`config.mk`:
```
export PLATFORM = sky130hd
export DESIGN_NAME = axil_slave_regfile
export DESIGN_NICKNAME = d
export VERILOG_FILES = /design/src/rtl/axil_slave_regfile.sv
export SDC_FILE = /design/constraint.sdc
export NUM_CORES = 1
export LEC_CHECK = 0
export ABC_AREA = 1
export CORE_AREA = 2 2 258 260
export DETAILED_ROUTE_END_ITERATION = 7
export DIE_AREA = 0 0 260 262
export PLACE_DENSITY = 0.67
export RECOVER_POWER = 25
export SETUP_SLACK_MARGIN = 0.05
export SLEW_MARGIN = 20
export SYNTH_ARGS = -nofsm -noshare
export SYNTH_HDL_FRONTEND = slang
export SYNTH_SLANG_ARGS = --single-unit
```
`constraint.sdc`:
```
create_clock -name aclk -period 2.27 [get_ports aclk]
set_input_delay 0.227 -clock aclk [delete_from_list [all_inputs] [get_ports aclk]]
set_output_delay 0.227 -clock aclk [all_outputs]
set_load 0.01 [all_outputs]
```
`src/rtl/axil_slave_regfile.sv`:
```
// AXI-Lite slave register file: NUM_REGS registers at BASE_ADDR with byte strobes,
// read-only status registers and per-register write pulses; independent read/write FSMs.
//
// state  | meaning
// W_IDLE | collecting AW and W (either order), commit when both available
// W_RESP | holding B response until bready
// R_IDLE | accepting AR
// R_DATA | holding R response until rready
module axil_slave_regfile #(
  parameter int                          AXI_DATA_WIDTH = 32,
  parameter int                          AXI_ADDR_WIDTH = 32,
  parameter int                          NUM_REGS       = 8,
  parameter logic [AXI_ADDR_WIDTH-1:0]   BASE_ADDR      = '0,
  parameter logic [NUM_REGS-1:0]         RO_MASK        = '0,
  parameter logic [AXI_DATA_WIDTH-1:0]   RESET_VAL      = '0
) (
  input  logic                               aclk,
  input  logic                               areset,
  input  logic [AXI_ADDR_WIDTH-1:0]          s_axil_awaddr,
  input  logic                               s_axil_awvalid,
  output logic                               s_axil_awready,
  input  logic [AXI_DATA_WIDTH-1:0]          s_axil_wdata,
  input  logic [AXI_DATA_WIDTH/8-1:0]        s_axil_wstrb,
  input  logic                               s_axil_wvalid,
  output logic                               s_axil_wready,
  output logic [1:0]                         s_axil_bresp,
  output logic                               s_axil_bvalid,
  input  logic                               s_axil_bready,
  input  logic [AXI_ADDR_WIDTH-1:0]          s_axil_araddr,
  input  logic                               s_axil_arvalid,
  output logic                               s_axil_arready,
  output logic [AXI_DATA_WIDTH-1:0]          s_axil_rdata,
  output logic [1:0]                         s_axil_rresp,
  output logic                               s_axil_rvalid,
  input  logic                               s_axil_rready,
  output logic [NUM_REGS*AXI_DATA_WIDTH-1:0] reg_q,
  output logic [NUM_REGS-1:0]                reg_wr_pulse,
  input  logic [NUM_REGS*AXI_DATA_WIDTH-1:0] status_in
);
  localparam int DW     = AXI_DATA_WIDTH;
  localparam int AW     = AXI_ADDR_WIDTH;
  localparam int SW     = DW / 8;
  localparam int OFF_SH = $clog2(SW);
  localparam int IDX_W  = $clog2(NUM_REGS);
  localparam logic [AW-1:0] REG_SPAN = AW'(NUM_REGS * SW);
  localparam logic [1:0] RESP_OKAY   = 2'b00;
  localparam logic [1:0] RESP_SLVERR = 2'b10;

  typedef enum logic {W_IDLE, W_RESP} w_state_t;
  typedef enum logic {R_IDLE, R_DATA} r_state_t;

  w_state_t w_state_q, w_state_d;
  r_state_t r_state_q, r_state_d;
  logic                          aw_held_q, aw_held_d, w_held_q, w_held_d;
  logic [AW-1:0]                 awaddr_q, awaddr_d;
  logic [DW-1:0]                 wdata_q, wdata_d;
  logic [SW-1:0]                 wstrb_q, wstrb_d;
  logic                          bvalid_q, bvalid_d, rvalid_q, rvalid_d;
  logic [1:0]                    bresp_q, bresp_d, rresp_q, rresp_d;
  logic [DW-1:0]                 rdata_q, rdata_d;
  logic [NUM_REGS-1:0][DW-1:0]   regs_q, regs_d, status_arr;
  logic [NUM_REGS-1:0]           wr_pulse_q, wr_pulse_d;

  logic          aw_hs, w_hs, ar_hs;
  logic [AW-1:0] wr_addr, wr_off, rd_off;
  logic [DW-1:0] wr_data;
  logic [SW-1:0] wr_strb;
  logic          wr_hit, rd_hit;
  logic [IDX_W-1:0] wr_idx, rd_idx;

  assign status_arr     = status_in;
  assign reg_q          = regs_q;
  assign reg_wr_pulse   = wr_pulse_q;
  assign s_axil_bvalid  = bvalid_q;
  assign s_axil_bresp   = bresp_q;
  assign s_axil_rvalid  = rvalid_q;
  assign s_axil_rresp   = rresp_q;
  assign s_axil_rdata   = rdata_q;

  // Readies depend only on state flops and reset, never on the valid inputs.
  assign s_axil_awready = !areset && (w_state_q == W_IDLE) && !aw_held_q;
  assign s_axil_wready  = !areset && (w_state_q == W_IDLE) && !w_held_q;
  assign s_axil_arready = !areset && (r_state_q == R_IDLE);

  assign aw_hs = s_axil_awvalid && s_axil_awready;
  assign w_hs  = s_axil_wvalid && s_axil_wready;
  assign ar_hs = s_axil_arvalid && s_axil_arready;

  always_comb begin
    w_state_d  = w_state_q;
    aw_held_d  = aw_held_q;
    w_held_d   = w_held_q;
    awaddr_d   = awaddr_q;
    wdata_d    = wdata_q;
    wstrb_d    = wstrb_q;
    bvalid_d   = bvalid_q;
    bresp_d    = bresp_q;
    regs_d     = regs_q;
    wr_pulse_d = '0;
    wr_addr    = aw_held_q ? awaddr_q : s_axil_awaddr;
    wr_data    = w_held_q ? wdata_q : s_axil_wdata;
    wr_strb    = w_held_q ? wstrb_q : s_axil_wstrb;
    wr_off     = wr_addr - BASE_ADDR;
    wr_hit     = wr_off < REG_SPAN;
    wr_idx     = wr_off[OFF_SH +: IDX_W];
    case (w_state_q)
      W_IDLE: begin
        if (aw_hs) begin
          aw_held_d = 1'b1;
          awaddr_d  = s_axil_awaddr;
        end
        if (w_hs) begin
          w_held_d = 1'b1;
          wdata_d  = s_axil_wdata;
          wstrb_d  = s_axil_wstrb;
        end
        if ((aw_held_q || aw_hs) && (w_held_q || w_hs)) begin
          aw_held_d = 1'b0;
          w_held_d  = 1'b0;
          bvalid_d  = 1'b1;
          bresp_d   = wr_hit ? RESP_OKAY : RESP_SLVERR;
          w_state_d = W_RESP;
          if (wr_hit && !RO_MASK[wr_idx]) begin
            for (int b = 0; b < SW; b++) begin
              if (wr_strb[b]) regs_d[wr_idx][8*b +: 8] = wr_data[8*b +: 8];
            end
            wr_pulse_d[wr_idx] = 1'b1;
          end
        end
      end
      W_RESP: begin
        if (s_axil_bready) begin
          bvalid_d  = 1'b0;
          w_state_d = W_IDLE;
        end
      end
      default: w_state_d = W_IDLE;
    endcase
  end

  // Reads sample regs_q, so a same-edge write commit is not yet visible.
  always_comb begin
    r_state_d = r_state_q;
    rvalid_d  = rvalid_q;
    rresp_d   = rresp_q;
    rdata_d   = rdata_q;
    rd_off    = s_axil_araddr - BASE_ADDR;
    rd_hit    = rd_off < REG_SPAN;
    rd_idx    = rd_off[OFF_SH +: IDX_W];
    case (r_state_q)
      R_IDLE: begin
        if (ar_hs) begin
          if (!rd_hit)               rdata_d = '0;
          else if (RO_MASK[rd_idx])  rdata_d = status_arr[rd_idx];
          else                       rdata_d = regs_q[rd_idx];
          rresp_d   = rd_hit ? RESP_OKAY : RESP_SLVERR;
          rvalid_d  = 1'b1;
          r_state_d = R_DATA;
        end
      end
      R_DATA: begin
        if (s_axil_rready) begin
          rvalid_d  = 1'b0;
          r_state_d = R_IDLE;
        end
      end
      default: r_state_d = R_IDLE;
    endcase
  end

  always_ff @(posedge aclk) begin
    if (areset) begin
      w_state_q  <= W_IDLE;
      r_state_q  <= R_IDLE;
      aw_held_q  <= 1'b0;
      w_held_q   <= 1'b0;
      awaddr_q   <= '0;
      wdata_q    <= '0;
      wstrb_q    <= '0;
      bvalid_q   <= 1'b0;
      bresp_q    <= RESP_OKAY;
      rvalid_q   <= 1'b0;
      rresp_q    <= RESP_OKAY;
      rdata_q    <= '0;
      regs_q     <= {NUM_REGS{RESET_VAL}};
      wr_pulse_q <= '0;
    end else begin
      w_state_q  <= w_state_d;
      r_state_q  <= r_state_d;
      aw_held_q  <= aw_held_d;
      w_held_q   <= w_held_d;
      awaddr_q   <= awaddr_d;
      wdata_q    <= wdata_d;
      wstrb_q    <= wstrb_d;
      bvalid_q   <= bvalid_d;
      bresp_q    <= bresp_d;
      rvalid_q   <= rvalid_d;
      rresp_q    <= rresp_d;
      rdata_q    <= rdata_d;
      regs_q     <= regs_d;
      wr_pulse_q <= wr_pulse_d;
    end
  end
endmodule

```
; After elaboration in Yosys (flattened, before gate mapping)
; Memory sizes are Yosys's and may differ from the RTL's.
; Index checks and enable logic that the tools add are counted.
[op_classes]
magnitude_cmp = 5
eq_ne = 4
n_reduce_logical = 28
n_mux = 56
bitwise_logic = 4
[ops]
columns = operator, count
row1 = 2-to-1 mux 256 bit, 13
row2 = bitwise mux 256 bit, 4
row3 = demux 32 bit (select 3 bit), 4
row4 = 2-to-1 mux 32 bit, 7
row5 = binary-select mux 32 bit (select 3 bit), 2
row6 = "< comparator 32 x 6 -> 1 bit, second input constant", 2
row7 = 2-to-1 mux 24 bit, 1
row8 = 2-to-1 mux 16 bit, 1
row9 = AND reduction 2 bit, 8
row10 = 2-to-1 mux 1 bit, 15
row11 = logical AND 1 bit, 10
row12 = "< comparator 3 x 4 -> 1 bit, second input constant", 2
row13 = 2-to-1 mux 8 bit, 1
row14 = one-hot mux 1 bit (2 select lines), 4
row15 = "inequality test 2 bit, second input constant", 3
row16 = logical NOT 1 bit, 4
row17 = 2-to-1 mux 2 bit, 2
row18 = 2-to-1 mux 4 bit, 1
row19 = NOT 1 bit, 4
row20 = nonzero test 2 bit, 2
row21 = OR reduction 4 bit, 1
row22 = demux 1 bit (select 3 bit), 1
row23 = "greater-or-equal comparator 3 x 1 -> 1 bit, second input constant", 1
row24 = AND reduction 3 bit, 1
row25 = other kinds (2), 3
[totals]
n_memories = 2
out_inout_bits = 305
reg_bits = 374
mem_bits_ro = 16
elab_cells = 120
[mem_list]
columns = memory, depth, width, read_ports, rd_clocked_by_memory_dff, write_ports, line
row1 = (name not given), 8, 1, 1, 0, 0, 154  ; else if (RO_MASK[rd_idx]) rdata_d = status_arr[rd_idx];
row2 = (name not given), 8, 1, 1, 0, 0, 123  ; if (wr_hit && !RO_MASK[wr_idx]) begin

; Longest topological paths before layout
[logic_depth]
ltp_word = 22
depth_mapped = 14
depth_no_buf = 12

; Worst setup path after synthesis
; Ideal clock, no wire load.
[synth_timing]
kind = register to register
from = register w_held_q
to = register regs_q, in the netlist reg_q[102]
setup_ps = 110
n_path_buf = 4
t_required_ps = 2160
path_stages_with_launch = 13
arrival_time_ps = 1805
setup_slack_ps = 355
cell_sequence = dfxtp_1 buf_2 inv_4 nand3_4 a21oi_2 nand2_1 nor2_4 buf_6 buf_6 buf_6 nand4_1 nand2_1 nor2_1
[synth_between]
elab_chain_len = 18
[synth_rtl]
columns = element, line
row1 = "start, declared", 54  ; logic aw_held_q, aw_held_d, w_held_q, w_held_d;
row2 = "start signal, assigned", 191  ; w_held_q <= w_held_d;
row3 = 2-to-1 mux 32 bit, 101  ; wr_data = w_held_q ? wdata_q : s_axil_wdata;
row4 = bitwise mux 256 bit, 125  ; if (wr_strb[b]) regs_d[wr_idx][8*b +: 8] = wr_data[8*b +: 8];
row5 = 2-to-1 mux 256 bit, 125
row6 = 2-to-1 mux 256 bit, 123
row7 = 2-to-1 mux 256 bit, 117  ; if ((aw_held_q || aw_hs) && (w_held_q || w_hs)) begin
row8 = 2-to-1 mux 256 bit, 106  ; case (w_state_q)
row9 = bitwise mux 256 bit, 125
row10 = 2-to-1 mux 256 bit, 125
row11 = (+2 left out), --
row12 = 2-to-1 mux 256 bit, 106
row13 = bitwise mux 256 bit, 125
row14 = 2-to-1 mux 256 bit, 125
row15 = 2-to-1 mux 256 bit, 123
row16 = 2-to-1 mux 256 bit, 117
row17 = 2-to-1 mux 256 bit, 106
row18 = bitwise mux 256 bit, 125
row19 = 2-to-1 mux 256 bit, 125
row20 = "end signal, assigned", 185  ; regs_q <= {NUM_REGS{RESET_VAL}};
row21 = "end signal, assigned", 200  ; regs_q <= regs_d;
row22 = "end, declared", 61  ; logic [NUM_REGS-1:0][DW-1:0] regs_q, regs_d, status_arr;
; Parallel ways exist; a longest one is shown, timed or not. The select of a mux whose other input is x is not followed.
; A chain may end at the register's enable or synchronous reset.

; Final worst setup path
[layout_timing]
from = register aw_held_q
to = register regs_q, in the netlist reg_q[158]
[layout_between]
elab_chain_len = 19
[layout_rtl]
columns = element, line
row1 = "start, declared", 54
row2 = "start signal, assigned", 190  ; aw_held_q <= aw_held_d;
row3 = 2-to-1 mux 32 bit, 100  ; wr_addr = aw_held_q ? awaddr_q : s_axil_awaddr;
row4 = demux 32 bit (select 3 bit), 125
row5 = bitwise mux 256 bit, 125
row6 = 2-to-1 mux 256 bit, 125
row7 = 2-to-1 mux 256 bit, 123
row8 = 2-to-1 mux 256 bit, 117
row9 = 2-to-1 mux 256 bit, 106
row10 = bitwise mux 256 bit, 125
row11 = (+3 left out), --
row12 = 2-to-1 mux 256 bit, 106
row13 = bitwise mux 256 bit, 125
row14 = 2-to-1 mux 256 bit, 125
row15 = 2-to-1 mux 256 bit, 123
row16 = 2-to-1 mux 256 bit, 117
row17 = 2-to-1 mux 256 bit, 106
row18 = bitwise mux 256 bit, 125
row19 = 2-to-1 mux 256 bit, 125
; Parallel ways exist; a longest one is shown, timed or not. The select of a mux whose other input is x is not followed.

==> run metrics <==
status=finished, final reports clean; Antenna Nets Post-Route=0; required time of the worst setup path=2.75 ns; post-synth design cell area=0.0186 mm2; sequential share of power=40.9%; num ports=668; Multi-input gate area=0.00863 mm2; Port Buffers=405; Placed Cells=4,149; Largest stage delay, worst path=0.38 ns; most common flop cell mapped by yosys=dfxtp_1; Syn Area/Cell=6.41 um2; synth unique cells=30; Die ar.=0.0681 mm2; dpl hpwl=55.7 mm; worst skew pair latency=0.60 ns; Post-Layout Inst Area=0.0265 mm2; cell accounting for the most synthesized area=dfxtp_1; NetSw=0.00463 W; post-route clock skew=0.0327 ns; GRT Residual Overflow=0; final std cells w/o fill=4,251; Clock power frac=45.3%; P per Cell Area=611 mW/mm2; register area share after synthesis=39.8%; DRT iter0 DRCs=1,943; first-pass GRT wire length=113 mm; setup TNS=0 ns; vias in the first global route=18,200; fin crit period=2.10 ns; mean routed wirelength per cell=18.7 um; asr flop ratio synth=0%; Max clock buf depth=3; leading post-synthesis cells by cell area=dfxtp_1, nand2_1, inv_1; Sink Count=370; Die Y=262 um; placed inst area=0.0246 mm2; final WL=79.4 mm; total track usage=22.0%; maximum vdd drop=445 uV; Max Clock Freq=476 MHz; slew margin rel.=13.7%; Yosys reg bits=370; RSZ-0062 raised after global routing=false; Startpoint Class=register; Seq. cell area=0.00741 mm2; Top Family by Delay on Critical Path=simple AND/OR/NAND/NOR gates; switch share=28.5%; number of vias per cell=4.73; core area=0.0653 mm2; Worst Tran Pin Value=1.29 ns; Final Hold Fails=0; largest net degree at the start of global routing=81; kind of critical path=reg2reg; top-count cell post-synth=nand2_1; share of cells above drive strength 1=9.46%; Commonest cells post-synth=nand2_1, inv_1, dfxtp_1; Crit. End Element=register; GPL Wtd Cong=0.870; TritonRoute pass-1 iters=6; fillers=6,722; Site Rows=94; Die W=260 um; Crit Path Max Fanout=10; Synth top area share=39.8%; initial antenna violation count=7; logic gate share of total power=13.9%; WP data arrival=2.58 ns; CTS tree=done; slowest cell on the critical path=dfxtp_1; Post-synth EDFFs=0; CTS HTree Levels=2; Final nets=3,712; Critical Path, Cell by Cell=buf_6 > nand2_1 > o21ai_1 > nand2_1 > nor2_8 > buf_12 > nand3_2 > buf_4 > nor2_1 > nor2_1; Post-CTS Hold Buffers=0; Via Count=20,100; final setup violation count=0; max_cap viols=0; Pleak=11.4 nW; CTS Buf Count=46; hold slack=0.122 ns; Cells after Synth=2,908; Internal Power=0.0116 W; Hold Crit Class=in2reg; yosys warns=0; Initial Util=28.5%; crit share post-route=92.5%; root buf cell=clkbuf_16; final slew viol count=0; Buf/Inv on CP=3; DRC Markers=0; Area Overhead vs Synth=42.5%; Worst-path clk slew=0.06 ns
cells in the final DEF, fill, tap and decap left out, types with 9 or more instances in the layout:
cell type / instances
a21oi_1: 229
buf_12: 40
buf_4: 113
buf_6: 13
clkbuf_16: 51
clkbuf_8: 14
clkdlybuf4s50_1: 335
dfxtp_1: 369
dlygate4sd3_1: 67
inv_1: 500
nand2_1: 664
nand3_1: 113
nand3_2: 9
nand3_4: 16
nand4_1: 194
nor2_1: 360
nor3_1: 12
o21ai_0: 168
o21ai_1: 33
layout make-up:
cell class	instances	share of cell area [%]
antenna	5	0.0471
clock buffer	67	5.24
clock inverter	14	0.410
inverter	506	7.22
multi-input combinational	1843	32.5
sequential	370	27.9
tap	864	4.07
timing repair buffer	582	22.6
flip-flops by register name, indices dropped and copies added (netlist names):
register	count
reg_wr_pulse	8
wstrb_q	4
w_state_q	1
reg_q	256
s_axil_rresp	1
s_axil_bvalid	1
aw_held_q	1
s_axil_bresp	1
wdata_q	32
s_axil_rvalid	1
awaddr_q	30
s_axil_rdata	32
r_state_q	1
w_held_q	1
kinds of logic (layout without fill, tap and decap cells):
group                  after synthesis  count (layout)  share of synthesized area (%)
other                                1               7                         0.0201
buffers and inverters              696            1169                           15.0
AOI/OAI and AO/OA                  443             443                           12.2
DFF                                370             370                           39.8
and+or+nand+nor                   1398            1398                           33.0
through the flow:
step	utilization, %	total power [W]	setup slack [ns]
final	40.7	0.0162	0.170
after global routing	40.7	0.0168	0.0249
after CTS	39.9	0.0163	0.0601
after detailed placement	37.6	0.00898	-0.177
after global placement	37.6	0.00896	-0.185
after floorplan	-	0.00787	0.355
tightest hold or removal path, cell delays in order:
cell,delay (ns)
buf_2,0.14
nor2_4,0.12
a21oi_1,0.09
nor2_1,0.09
worst paths after layout:
path,start,end,slack [ns],cells past startpoint
min reg2reg,wdata_q[3],wdata_q[3],0.45,2
max,aw_held_q,reg_q[158],0.17,10
min,areset,aw_held_q,0.12,4
max reg2reg,aw_held_q,reg_q[158],0.17,10
metal layers:
metal  routed length [um]  part of all wire [%]  track usage [%]  vias to the layer above
li1                     -                     -                -                    10000
met1                34200                    43             28.6                     9150
met2                36200                    46             35.3                      789
met3                 6390                   8.1             4.77                      123
met4                 2660                   3.3             8.97                        0
met5                    0                     0                0                        -
timing repair:
item                                    in CTS  in global routing
cloned                                       0                  4
resized for setup                            3                 52
endpoints found under the setup margin       2                180
setup buffers                                0                 12
pin swaps                                    0                 10
power by group through the flow:
stage	Combinational [W]	Sequential, W	Clock [W]
global route	0.00243	0.00664	0.00774
CTS	0.00222	0.00663	0.00750
finish	0.00225	0.00663	0.00735
floorplan	0.00110	0.00677	0
detailed placement	0.00221	0.00677	0
global placement	0.00219	0.00677	0
(Power assumes the default switching activity.)
